## config.mk

```make
export PLATFORM = sky130hd
export DESIGN_NAME = rom_sequencer
export DESIGN_NICKNAME = d
export VERILOG_FILES = /design/src/rtl/rom_sequencer.sv
export SDC_FILE = /design/constraint.sdc
export NUM_CORES = 1
export LEC_CHECK = 0
export ABC_AREA = 1
export BUFFER_PORTS_ARGS = -buffer_cell sky130_fd_sc_hd__buf_2
export CELL_PAD_IN_SITES_DETAIL_PLACEMENT = 0
export CELL_PAD_IN_SITES_GLOBAL_PLACEMENT = 1
export CORE_MARGIN = 2
export CORE_UTILIZATION = 38
export DETAILED_ROUTE_END_ITERATION = 12
export PLACE_DENSITY = 0.73
export SLEW_MARGIN = 5
export SYNTH_ARGS = -nofsm -noshare
export SYNTH_HDL_FRONTEND = slang
export SYNTH_SLANG_ARGS = --single-unit
```

## constraint.sdc

```tcl
create_clock -name i_clk -period 1.5 [get_ports i_clk]
set_input_delay 0 -clock i_clk [delete_from_list [all_inputs] [get_ports i_clk]]
set_output_delay 0 -clock i_clk [all_outputs]
set_load 0.005 [all_outputs]
```

## src/rtl/rom_sequencer.sv

```systemverilog
// Steps through a 1-cycle-latency ROM, holding each word on o_data_out for DUR cycles.
// Optional build macro ROM_SEQUENCER_EOS_EN: an all-zero word ends the sequence.
module rom_sequencer #(
  parameter int unsigned AW  = 5,
  parameter int unsigned DW  = 4,
  parameter int unsigned DUR = 3000000
) (
  input  logic          i_clk,
  input  logic          i_rst,
  input  logic          i_start,
  input  logic          i_stop,
  input  logic          i_loop,
  input  logic [DW-1:0] i_rom_data,
  output logic [AW-1:0] o_addr,
  output logic [DW-1:0] o_data_out,
  output logic          o_valid,
  output logic          o_busy,
  output logic          o_done
);

  localparam int unsigned CW = $clog2(DUR) + 1;
  localparam logic [AW-1:0] LastAddr = '1;

  typedef enum logic [1:0] {StIdle, StFetch1, StFetch2, StPlay} state_e;

  state_e        r_state;
  logic [AW-1:0] r_addr;
  logic [DW-1:0] r_data;
  logic [CW-1:0] r_cnt;
  logic          r_valid;
  logic          r_busy;
  logic          r_done;

  always_ff @(posedge i_clk) begin
    if (i_rst) begin
      r_state <= StIdle;
      r_addr  <= '0;
      r_data  <= '0;
      r_cnt   <= '0;
      r_valid <= 1'b0;
      r_busy  <= 1'b0;
      r_done  <= 1'b0;
    end else begin
      r_valid <= 1'b0;
      r_done  <= 1'b0;
      // Abort wins over every other transition once playback has begun.
      if (r_state != StIdle && i_stop) begin
        r_state <= StIdle;
        r_addr  <= '0;
        r_data  <= '0;
        r_busy  <= 1'b0;
      end else begin
        unique case (r_state)
          StIdle: begin
            if (i_start && !i_stop) begin
              r_addr  <= '0;
              r_state <= StFetch1;
              r_busy  <= 1'b1;
            end
          end
          StFetch1: r_state <= StFetch2;
          StFetch2: begin
            r_cnt <= '0;
`ifdef ROM_SEQUENCER_EOS_EN
            if (i_rom_data == '0) begin
              if (i_loop) begin
                r_addr  <= '0;
                r_state <= StFetch1;
              end else begin
                r_done  <= 1'b1;
                r_busy  <= 1'b0;
                r_state <= StIdle;
              end
            end else begin
              r_data  <= i_rom_data;
              r_valid <= 1'b1;
              r_state <= StPlay;
            end
`else
            r_data  <= i_rom_data;
            r_valid <= 1'b1;
            r_state <= StPlay;
`endif
          end
          StPlay: begin
            if (r_cnt == CW'(DUR - 1)) begin
              r_cnt <= '0;
              if (r_addr != LastAddr || i_loop) begin
                // Increment wraps to 0 after the last address when looping.
                r_addr  <= r_addr + AW'(1);
                r_state <= StFetch1;
              end else begin
                r_done  <= 1'b1;
                r_busy  <= 1'b0;
                r_state <= StIdle;
              end
            end else begin
              r_cnt <= r_cnt + CW'(1);
            end
          end
          default: r_state <= StIdle;
        endcase
      end
    end
  end

  assign o_addr     = r_addr;
  assign o_data_out = r_data;
  assign o_valid    = r_valid;
  assign o_busy     = r_busy;
  assign o_done     = r_done;

endmodule

```

==> After elaboration in Yosys (flattened, before gate mapping) <==
Index checks and enable logic that the tools add are counted.
{ "word_totals": {"regBits": 37, "input_bits": 9, "wordCells": 51} }
{ "op_classes": {"addsub": 2, "n_eq_ne": 9, "n_mux": 16, "n_bitwise": 3, "n_reduce_logical": 14} }
{ "ops": {"columns": ["op", "n"], "rows": [
  ["23-bit one-hot mux with 2 select lines", 1],
  ["23-bit by 1-bit adder with 23-bit output, second input constant", 1],
  ["23-bit by 22-bit == test with 1-bit output, second input constant", 1],
  ["23-bit two-way mux", 1],
  ["5-bit two-way mux", 3],
  ["5-bit one-hot mux with 2 select lines", 1],
  ["2-bit != test, second input constant", 4],
  ["2-bit one-hot mux with 4 select lines", 1],
  ["4-bit AND reduction", 2],
  ["1-bit two-way mux", 6],
  ["2-bit nonzero test", 3],
  ["5-bit by 1-bit adder with 5-bit output, second input constant", 1],
  ["5-bit != test, second input constant", 1],
  ["2-bit == test, second input constant", 2],
  ["2-bit two-way mux", 2],
  ["2-bit AND reduction", 2],
  ["4-bit OR reduction", 1],
  ["1-bit inverter", 3],
  ["2-bit by 1-bit == test with 1-bit output, second input constant", 1],
  ["1-bit logical AND", 2],
  ["2-bit zero test", 1],
  ["1-bit one-hot mux with 2 select lines", 1],
  ["2-bit OR reduction", 1],
  ["1-bit zero test", 1],
  ["1-bit logical OR", 1]
]} }

==> Logic depth before layout (Yosys ltp) <==
Gate-level depths: netlist of run 1.
{ "logic_depth": {"depth_word": 5, "ltp_mapped": 12, "ltp_nobuf": 12} }

==> Worst setup path after synthesis of run 1 <==
No wires, ideal clock.
{ "synth_path": {"path_type": "register -> register", "from": "register r_state[0]", "to": "register r_cnt[16]", "arrival_time_ps": 1403, "required_time_ps": 1386, "setup_slack_ps": -17, "stages_incl_launch_ff": 11, "period_less_slack_ps": 1517, "cell_sequence": "dfxtp_1 > inv_1 > ha_1 > inv_1 > nand2_2 > o21ai_2 > buf_6 > nor3_1 > nand2_1 > xor2_1 > nor2_1"} }
{ "synth_via": {"elab_chain_len": 4} }
{ "synth_rtl": {"columns": ["element", "line_no", "source"], "rows": [
  ["start: declaration", "26", "state_e r_state;"],
  ["start signal: assignment", "36", "r_state <= StIdle;"],
  ["start signal: assignment", "48", "r_state <= StIdle;"],
  ["start signal: assignment", "57", "r_state <= StFetch1;"],
  ["parallel branches: the longest is 4 deep, another holds 2-bit == test", null, null],
  ["end signal: assignment", "98", "r_cnt <= r_cnt + CW'(1);"],
  ["end: declaration", "29", "logic [CW-1:0] r_cnt;"]
]} }
Parallel ways; which one is timed is not known.
A chain may end at the register's enable or synchronous reset.

==> Final worst setup path of run 1 <==
{ "layout_path": {"from": "register r_state[1]", "to": "register r_cnt[15]"} }
Same word-level chain as after synthesis.

==> run_results.csv, run 1 <==
group,metric,value,unit
finish,drive_above_1_share,0.458,
setup_path,r2r-start,"r_state[1]$_SDFFE_PP0P_",
timing,setup_viol,1,
setup_path,critPathKind,"register to register",
placement,placed_cell_area,2660,sq um
pwr,switching_power,1.30,mW
logic_synthesis,yosysMostFrequentCell,"nand2_1",
setup_path,cp-start-kind,"register",
logic_synthesis,synth_top_area_frac,0.351,
grt,grt_pass1_vias,2089,
logic_synthesis,synthMuxAreaShare,0,
drt,dr.pass1.iters,4,
placement,place.gp.congestion,0.922,
timing,hold_viol,0,
setup_path,cp_common_cell,"nand2_1",
min_path,hp-class,"primary input to register",
timing,finalCriticalPeriod,1.52,ns
floorplan,coreArea,5440,sq um
logic_synthesis,synth_xor_area_frac,0.0332,
setup_path,end_kind,"register",
pwr,intPower,2.23,mW
logic_synthesis,synth-simple-area-share,0.406,
logic_synthesis,postSynthCellCount,311,
drt,ant_nets,0,
min_path,min_path_cells,4,
logic_synthesis,synth_compound_area_frac,0.0658,
floorplan,num_rows,27,
placement,hpwl,4.06,mm
logic_synthesis,avgSynthCellArea,6.79,sq um
pwr,peakVddDrop,876,uV
finish,antennaDiodeCount,0,
grt,antenna_found_initial,0,
outcome,outcome,"finished, violations left",
timing,fmax,0.659,GHz
pwr,seqPwrFrac,0.332,
cts,cts_sinks,37,
job,drv_cap,0,
floorplan,dieArea,6170,sq um
pwr,combinationalPowerShare,0.453,
grt,grt_usage,0.191,
setup_path,r2r_slack,-0.02,ns
logic_synthesis,synth_area,2110,sq um
setup_path,reg2regPathDepth,10,
drt,drt-vias-per-instance,4.67,
cts,cts_tree,"done",
cts,clk_latency,0.30,ns
setup_path,slowest_delay,0.36,ns
floorplan,initial_utilization,0.388,
grt,gr-total-overflow,0,
finish,fillCellCount,516,
pwr,swShare,0.368,
logic_synthesis,ys_ff_latch,37,
grt,grt_start_max_net_pins,18,
min_path,min_from,"i_start",
timing,worst_clock_skew,0.0114,ns
grt,grt_pass1_wl,9.32,mm
placement,place_ws,-0.147,ns
logic_synthesis,synthArstFlopShare,0,
logic_synthesis,synth_top_family_by_area,"simple AND/OR/NAND/NOR gates",
timing,fin_tns_setup,-0.0182,ns
finish,stdcell_area,3200,sq um
setup_path,required,1.71,ns
pwr,power_density,1110,nW/um^2
floorplan,die-height,78.6,um
cts,cts-buffers-inserted,5,
logic_synthesis,syn_nets,327,
timing,worstMarginPinSlew,0.306,ns
logic_synthesis,ys.flop_type,"dfxtp_1",
cts,cts_htree_levels,2,
setup_path,slowest_stage,"dfxtp_4",
logic_synthesis,netlist_top_cells_area,"dfxtp_1 35%, nand2_1 12%, nor2_1 9.6%",
logic_synthesis,yosysWarnings,0,
cts,clk_pin_slew,0.08,ns
setup_path,rr_endpoint,"r_cnt[15]$_SDFFE_PP0P_",
logic_synthesis,synth-seq-area-share,0.351,
pwr,power_leakage,1.37,nW
timing,rsz0062_at_grt,"true",
setup_path,crit_chain,"buf_12 -> ha_4 -> o21ai_4 -> buf_6 -> nor2_4 -> and3_4 -> nand2_1 -> nand2_1 -> nand2_1 -> nor2_2",
finish,layout.nets,412,
logic_synthesis,synth_enable_flop_cells,0,
outcome,violations,"negative setup slack",
cts,clock_path_buffers,2,
timing,maxSlewHeadroom,0.796,
cts,clockRootBuffer,"clkbuf_8",
logic_synthesis,synth.largest_area_cell,"dfxtp_1",
pwr,clockPowerShare,0.215,
floorplan,io_pins,21,
drt,drc,0,
timing,finalMaxSlewViolations,0,
logic_synthesis,synth_common_cells,"67 x nand2_1, 54 x nor2_1, 40 x inv_1",
drt,totalWireLength,5.61,mm
logic_synthesis,post_synth_fa_ha_maj_area_fraction,0.0415,
logic_synthesis,ys_types,32,
drt,drtIter0Drc,139,
placement,portBuffers,20,
setup_path,worstPathMaxFanout,4,
drt,wl_per_cell,12.0,um
drt,vias,2188,
timing,fin_crit_sh,1.01,
finish,synthToLayoutAreaGrowth,51.3,%
floorplan,die_x,78.6,um
min_path,min_to,"o_busy$_SDFFE_PP0P_",
setup_path,cp.arrival,1.72,ns
timing,fin_ws,-0.0182,ns
power groups by stage:
stage	registers, mW	clock network [mW]	logic, mW
after CTS	1.16	0.783	1.32
after global routing	1.18	0.830	1.78
after global placement	1.15	0	1.19
after detailed placement	1.15	0	1.20
final	1.17	0.762	1.60
after floorplan	1.16	0	0.619
stage by stage:
stage	instances	power, mW	hold slack (ns)	util
floorplan	311	1.78	0.0691	-
global placement	451	2.33	0.214	0.488
detailed placement	451	2.35	0.224	0.488
CTS	463	3.26	0.0732	0.541
global route	469	3.79	0.0770	0.588
finish	469	3.54	0.0633	0.588
cell families after synthesis:
kind of cell	Yosys count
simple gates	183
buf+inv	50
flops	37
compound gates	26
xor+xnor	8
fa+ha+maj	7
final cells by class:
type,instances,area (sq um),share of cell area
Clock buffer,6,82.6,0.0258
Inverter,46,184,0.0576
Clock inverter,2,13.8,0.00431
Sequential cell,37,767,0.240
Timing Repair Buffer,82,613,0.192
Tap cell,72,90.1,0.0282
Multi-Input combinational cell,224,1450,0.452
layout by cell type (no fill, tap or decap), types with 2 or more instances in the layout:
cell and count:
nand2_1 57, nand3_1 11, nor3_1 5, o21ai_0 3
a21oi_2 4, clkinv_2 4, buf_6 6, nand2_4 4
nand2_2 14, nor2_2 11, nand3_4 2, dlygate4sd3_1 5
dfxtp_2 15, clkbuf_8 6, buf_2 20, xor2_1 8
o21ai_1 3, nor2_4 8, inv_1 31, dfxtp_1 20
inv_2 9, buf_4 50, nor2_1 42, nand4_1 12
ha_4 5, a21oi_1 11, nand3_2 8, dfxtp_4 2
per-layer routing:
layer | GRT usage | wire (um) | up-vias
met5 | 0 | 0 | -
met4 | 0.0667 | 70 | 0
met3 | 0.0368 | 159 | 6
met2 | 0.337 | 2750 | 33
met1 | 0.229 | 2630 | 990
li1 | - | - | 1159
flip-flops by register name, summed over array words and instances, names as in the netlist:
| signal | cells |
|---|---|
| o_valid | 1 |
| o_data_out | 4 |
| o_done | 1 |
| r_cnt | 23 |
| r_state | 2 |
| o_busy | 1 |
| o_addr | 5 |
worst max-delay path: cells and delay by family (launching register included):
kind | cells | cell delay [ns]
AO/OA/AOI/OAI | 1 | 0.19
buffers and inverters | 2 | 0.30
flip-flops | 1 | 0.36
AND/OR/NAND/NOR | 6 | 0.43
adder cells (fa/ha/maj) | 1 | 0.16
worst max path at each step:
stage / from / to / slack, ns / cells after the start
floorplan: r_state[0]$_SDFFE_PP0P_ / r_cnt[18]$_SDFFE_PP0P_ / 0.03 / 8
global placement: r_state[0]$_SDFFE_PP0P_ / r_cnt[7]$_SDFFE_PP0P_ / -0.08 / 11
detailed placement: r_state[0]$_SDFFE_PP0P_ / r_cnt[7]$_SDFFE_PP0P_ / -0.15 / 11
CTS: r_state[0]$_SDFFE_PP0P_ / r_cnt[15]$_SDFFE_PP0P_ / -0.000009 / 10
global route: r_state[0]$_SDFFE_PP0P_ / r_cnt[9]$_SDFFE_PP0P_ / -0.1 / 13
finish: r_state[1]$_SDFFE_PP0P_ / r_cnt[15]$_SDFFE_PP0P_ / -0.02 / 10
timing repair:
action	in CTS	in global routing
resized for setup	45	60
setup buffers	0	6
pin swaps	17	31
hold buffers	5	0
setup endpoints to repair	26	34
hold endpoints to repair	6	0
Note: power is estimated with default switching activity, not from simulation.
==> run 2: changes to the inputs <==
--- a/config.mk
+++ b/config.mk
@@ -10,9 +10,9 @@
 export CELL_PAD_IN_SITES_DETAIL_PLACEMENT = 0
 export CELL_PAD_IN_SITES_GLOBAL_PLACEMENT = 1
 export CORE_MARGIN = 2
-export CORE_UTILIZATION = 38
+export CORE_UTILIZATION = 45
 export DETAILED_ROUTE_END_ITERATION = 12
-export PLACE_DENSITY = 0.73
+export PLACE_DENSITY = 0.81
 export SLEW_MARGIN = 5
 export SYNTH_ARGS = -nofsm -noshare
 export SYNTH_HDL_FRONTEND = slang
==> constraint.sdc (replaced) <==
create_clock -name i_clk -period 1.9 [get_ports i_clk]
set_input_delay 0 -clock i_clk [delete_from_list [all_inputs] [get_ports i_clk]]
set_output_delay 0 -clock i_clk [all_outputs]
set_load 0.005 [all_outputs]
==> run 2 against run 1 <==
  * The flow now finishes without violations
  * Hold slack better by 0.048 ns
  * Clock power grew 7.2%
  * Fmax fell by 12%
  * Sequential share of layout area is 6.0 points higher
  * Via count decreased by 12%
  * Largest cell class unchanged
==> run_results.csv, run 2 (synthesis gave the netlist of run 1 again) <==
group,metric,value,unit
job,drv_cap,0,
setup_path,crit_chain,"inv_1 -> ha_1 -> o21ai_4 -> nor2_1 -> and3_1 -> nand2_1 -> nand2_1 -> nand2_1 -> nor2_2",
setup_path,end_kind,"register",
grt,gr-total-overflow,0,
floorplan,die_x,72.5,um
drt,met3_length,165,um
placement,place.gp.congestion,0.798,
placement,portBuffers,20,
setup_path,cp.arrival,1.92,ns
floorplan,io_pins,21,
outcome,outcome,"finished clean",
pwr,peakVddDrop,760,uV
timing,fin_tns_setup,0,ns
placement,placed_cells,383,
floorplan,initial_utilization,0.475,
min_path,hp-class,"primary input to register",
drt,vias,1929,
setup_path,cp_common_cell,"nand2_1",
pwr,clockPowerShare,0.341,
timing,fmax,0.577,GHz
cts,cts_tree,"done",
cts,cts-buffers-inserted,5,
pwr,seqPwrFrac,0.376,
pwr,swShare,0.325,
timing,setup_viol,0,
pwr,switching_power,0.779,mW
floorplan,num_rows,24,
setup_path,crit_buf_inv,1,
grt,grt_pass1_wl,8.01,mm
finish,largest_register_ffs,23,
setup_path,required,2.08,ns
cts,clock_path_buffers,2,
drt,drt-vias-per-instance,4.87,
cts,cts_htree_levels,2,
cts,cts_setup_buffers,0,
timing,worstMarginPinSlew,0.477,ns
setup_path,critPathKind,"register to register",
drt,met2WireLength,2.23,mm
finish,registers.top_by_ff_count,"r_cnt",
grt,grt_pass1_vias,1842,
setup_path,slowest_delay,0.38,ns
pwr,power_leakage,1.06,nW
placement,placed_cell_area,2260,sq um
pwr,power,2.40,mW
finish,layout.nets,359,
grt,antenna_found_initial,0,
drt,drtIter0Drc,73,
setup_path,cp-start-kind,"register",
finish,final_common_cell,"nand2_1",
placement,hpwl,3.53,mm
cts,cts_sinks,37,
finish,layout_common_cells,"67 x nand2_1, 53 x nor2_1, 39 x inv_1",
timing,hold_viol,0,
cts,clk_latency,0.29,ns
pwr,intPower,1.62,mW
timing,finalCriticalPeriod,1.73,ns
finish,final_cells,396,
drt,met1Wirelength,2.19,mm
drt,top_layer,"met4",
finish,synthToLayoutAreaGrowth,16.8,%
drt,wl_per_cell,11.6,um
drt,ant_nets,0,
timing,worst_clock_skew,0.00696,ns
grt,grt_start_max_net_pins,18,
finish,stdcell_area,2470,sq um
timing,fin_crit_sh,0.913,
timing,maxSlewHeadroom,0.679,
setup_path,worstPathMaxFanout,10,
drt,totalWireLength,4.61,mm
cts,clk_pin_slew,0.08,ns
pwr,power_density,971,nW/um^2
setup_path,crit_family,"simple AND/OR/NAND/NOR gates",
drt,drc,0,
grt,grt_usage,0.193,
finish,drive_above_1_share,0.174,
floorplan,dieArea,5260,sq um
pwr,combinationalPowerShare,0.283,
timing,finalMaxSlewViolations,0,
drt,dr.pass1.iters,4,
cts,clockRootBuffer,"clkbuf_8",
floorplan,coreArea,4440,sq um
finish,antennaDiodeCount,0,
timing,holdWs,0.112,ns
floorplan,die-height,72.5,um
setup_path,slowest_stage,"o21ai_4",
-- run 2: cell types whose count changed in the layout (fill, tap and decap cells not counted), moves of 7 or more --
cell	before	now
buf_4	50	4
dfxtp_1	20	37
dfxtp_2	15	0
nor2_1	42	53
nand2_1	57	67
inv_1	31	39
nand2_2	14	6
inv_2	9	2
nand3_1	11	18
-- run 2: cell type report --
| type | count | area (sq um) |
|---|---|---|
| clock buffers | 5 | 68.8 |
| clock inverters | 3 | 65.1 |
| fillers | 458 | 1980 |
| inverters | 46 | 178 |
| multi-input cells | 224 | 1170 |
| flip-flops and latches | 37 | 741 |
| well taps | 52 | 65.1 |
| repair buffers | 29 | 180 |
-- run 2: timing repair --
action | 4_1_cts | 5_1_grt
pin swaps | 0 | 1
gates resized for setup | 1 | 4
hold endpoints to repair | 6 | 0
setup endpoints to repair | 12 | 13
hold buffers | 5 | 0
cloned | 0 | 0
-- run 2: layer usage --
layer  vias to the layer above  GRT usage
met4                         0     0.0494
met2                        30      0.335
met5                         -          0
li1                       1046          -
met1                       849      0.244
met3                         4     0.0417
-- run 2: worst min-delay path, stage by stage --
cell and delay, ns:
buf_2 0.10, nand2_2 0.09, nand3_1 0.11, a21oi_1 0.06
-- run 2: worst paths after layout --
kind,from,end,slack [ns],depth (start not counted)
hold / removal,i_stop,r_cnt[1]$_SDFFE_PP0P_,0.11,4
setup / recovery,r_state[0]$_SDFFE_PP0P_,r_cnt[15]$_SDFFE_PP0P_,0.17,9
setup reg to reg,r_state[0]$_SDFFE_PP0P_,r_cnt[15]$_SDFFE_PP0P_,0.17,9
hold reg to reg,o_busy$_SDFFE_PP0P_,o_busy$_SDFFE_PP0P_,0.45,2
-- run 2: metrics by stage --
step	setup slack (ns)	utilization
5_1_grt	-0.000188	0.555
3_5_place_dp	-0.0732	0.510
3_3_place_gp	0.0197	0.510
4_1_cts	0.0420	0.553
6_report	0.166	0.555
2_1_floorplan	0.383	-
-- run 2: power by group through the flow --
| stage | sequential [mW] | combinational (mW) | clock [mW] |
|---|---|---|---|
| 2_1_floorplan | 0.919 | 0.488 | 0 |
| 3_3_place_gp | 0.920 | 0.663 | 0 |
| 3_5_place_dp | 0.922 | 0.665 | 0 |
| 4_1_cts | 0.903 | 0.685 | 0.837 |
| 5_1_grt | 0.911 | 0.803 | 0.868 |
| 6_report | 0.900 | 0.678 | 0.817 |
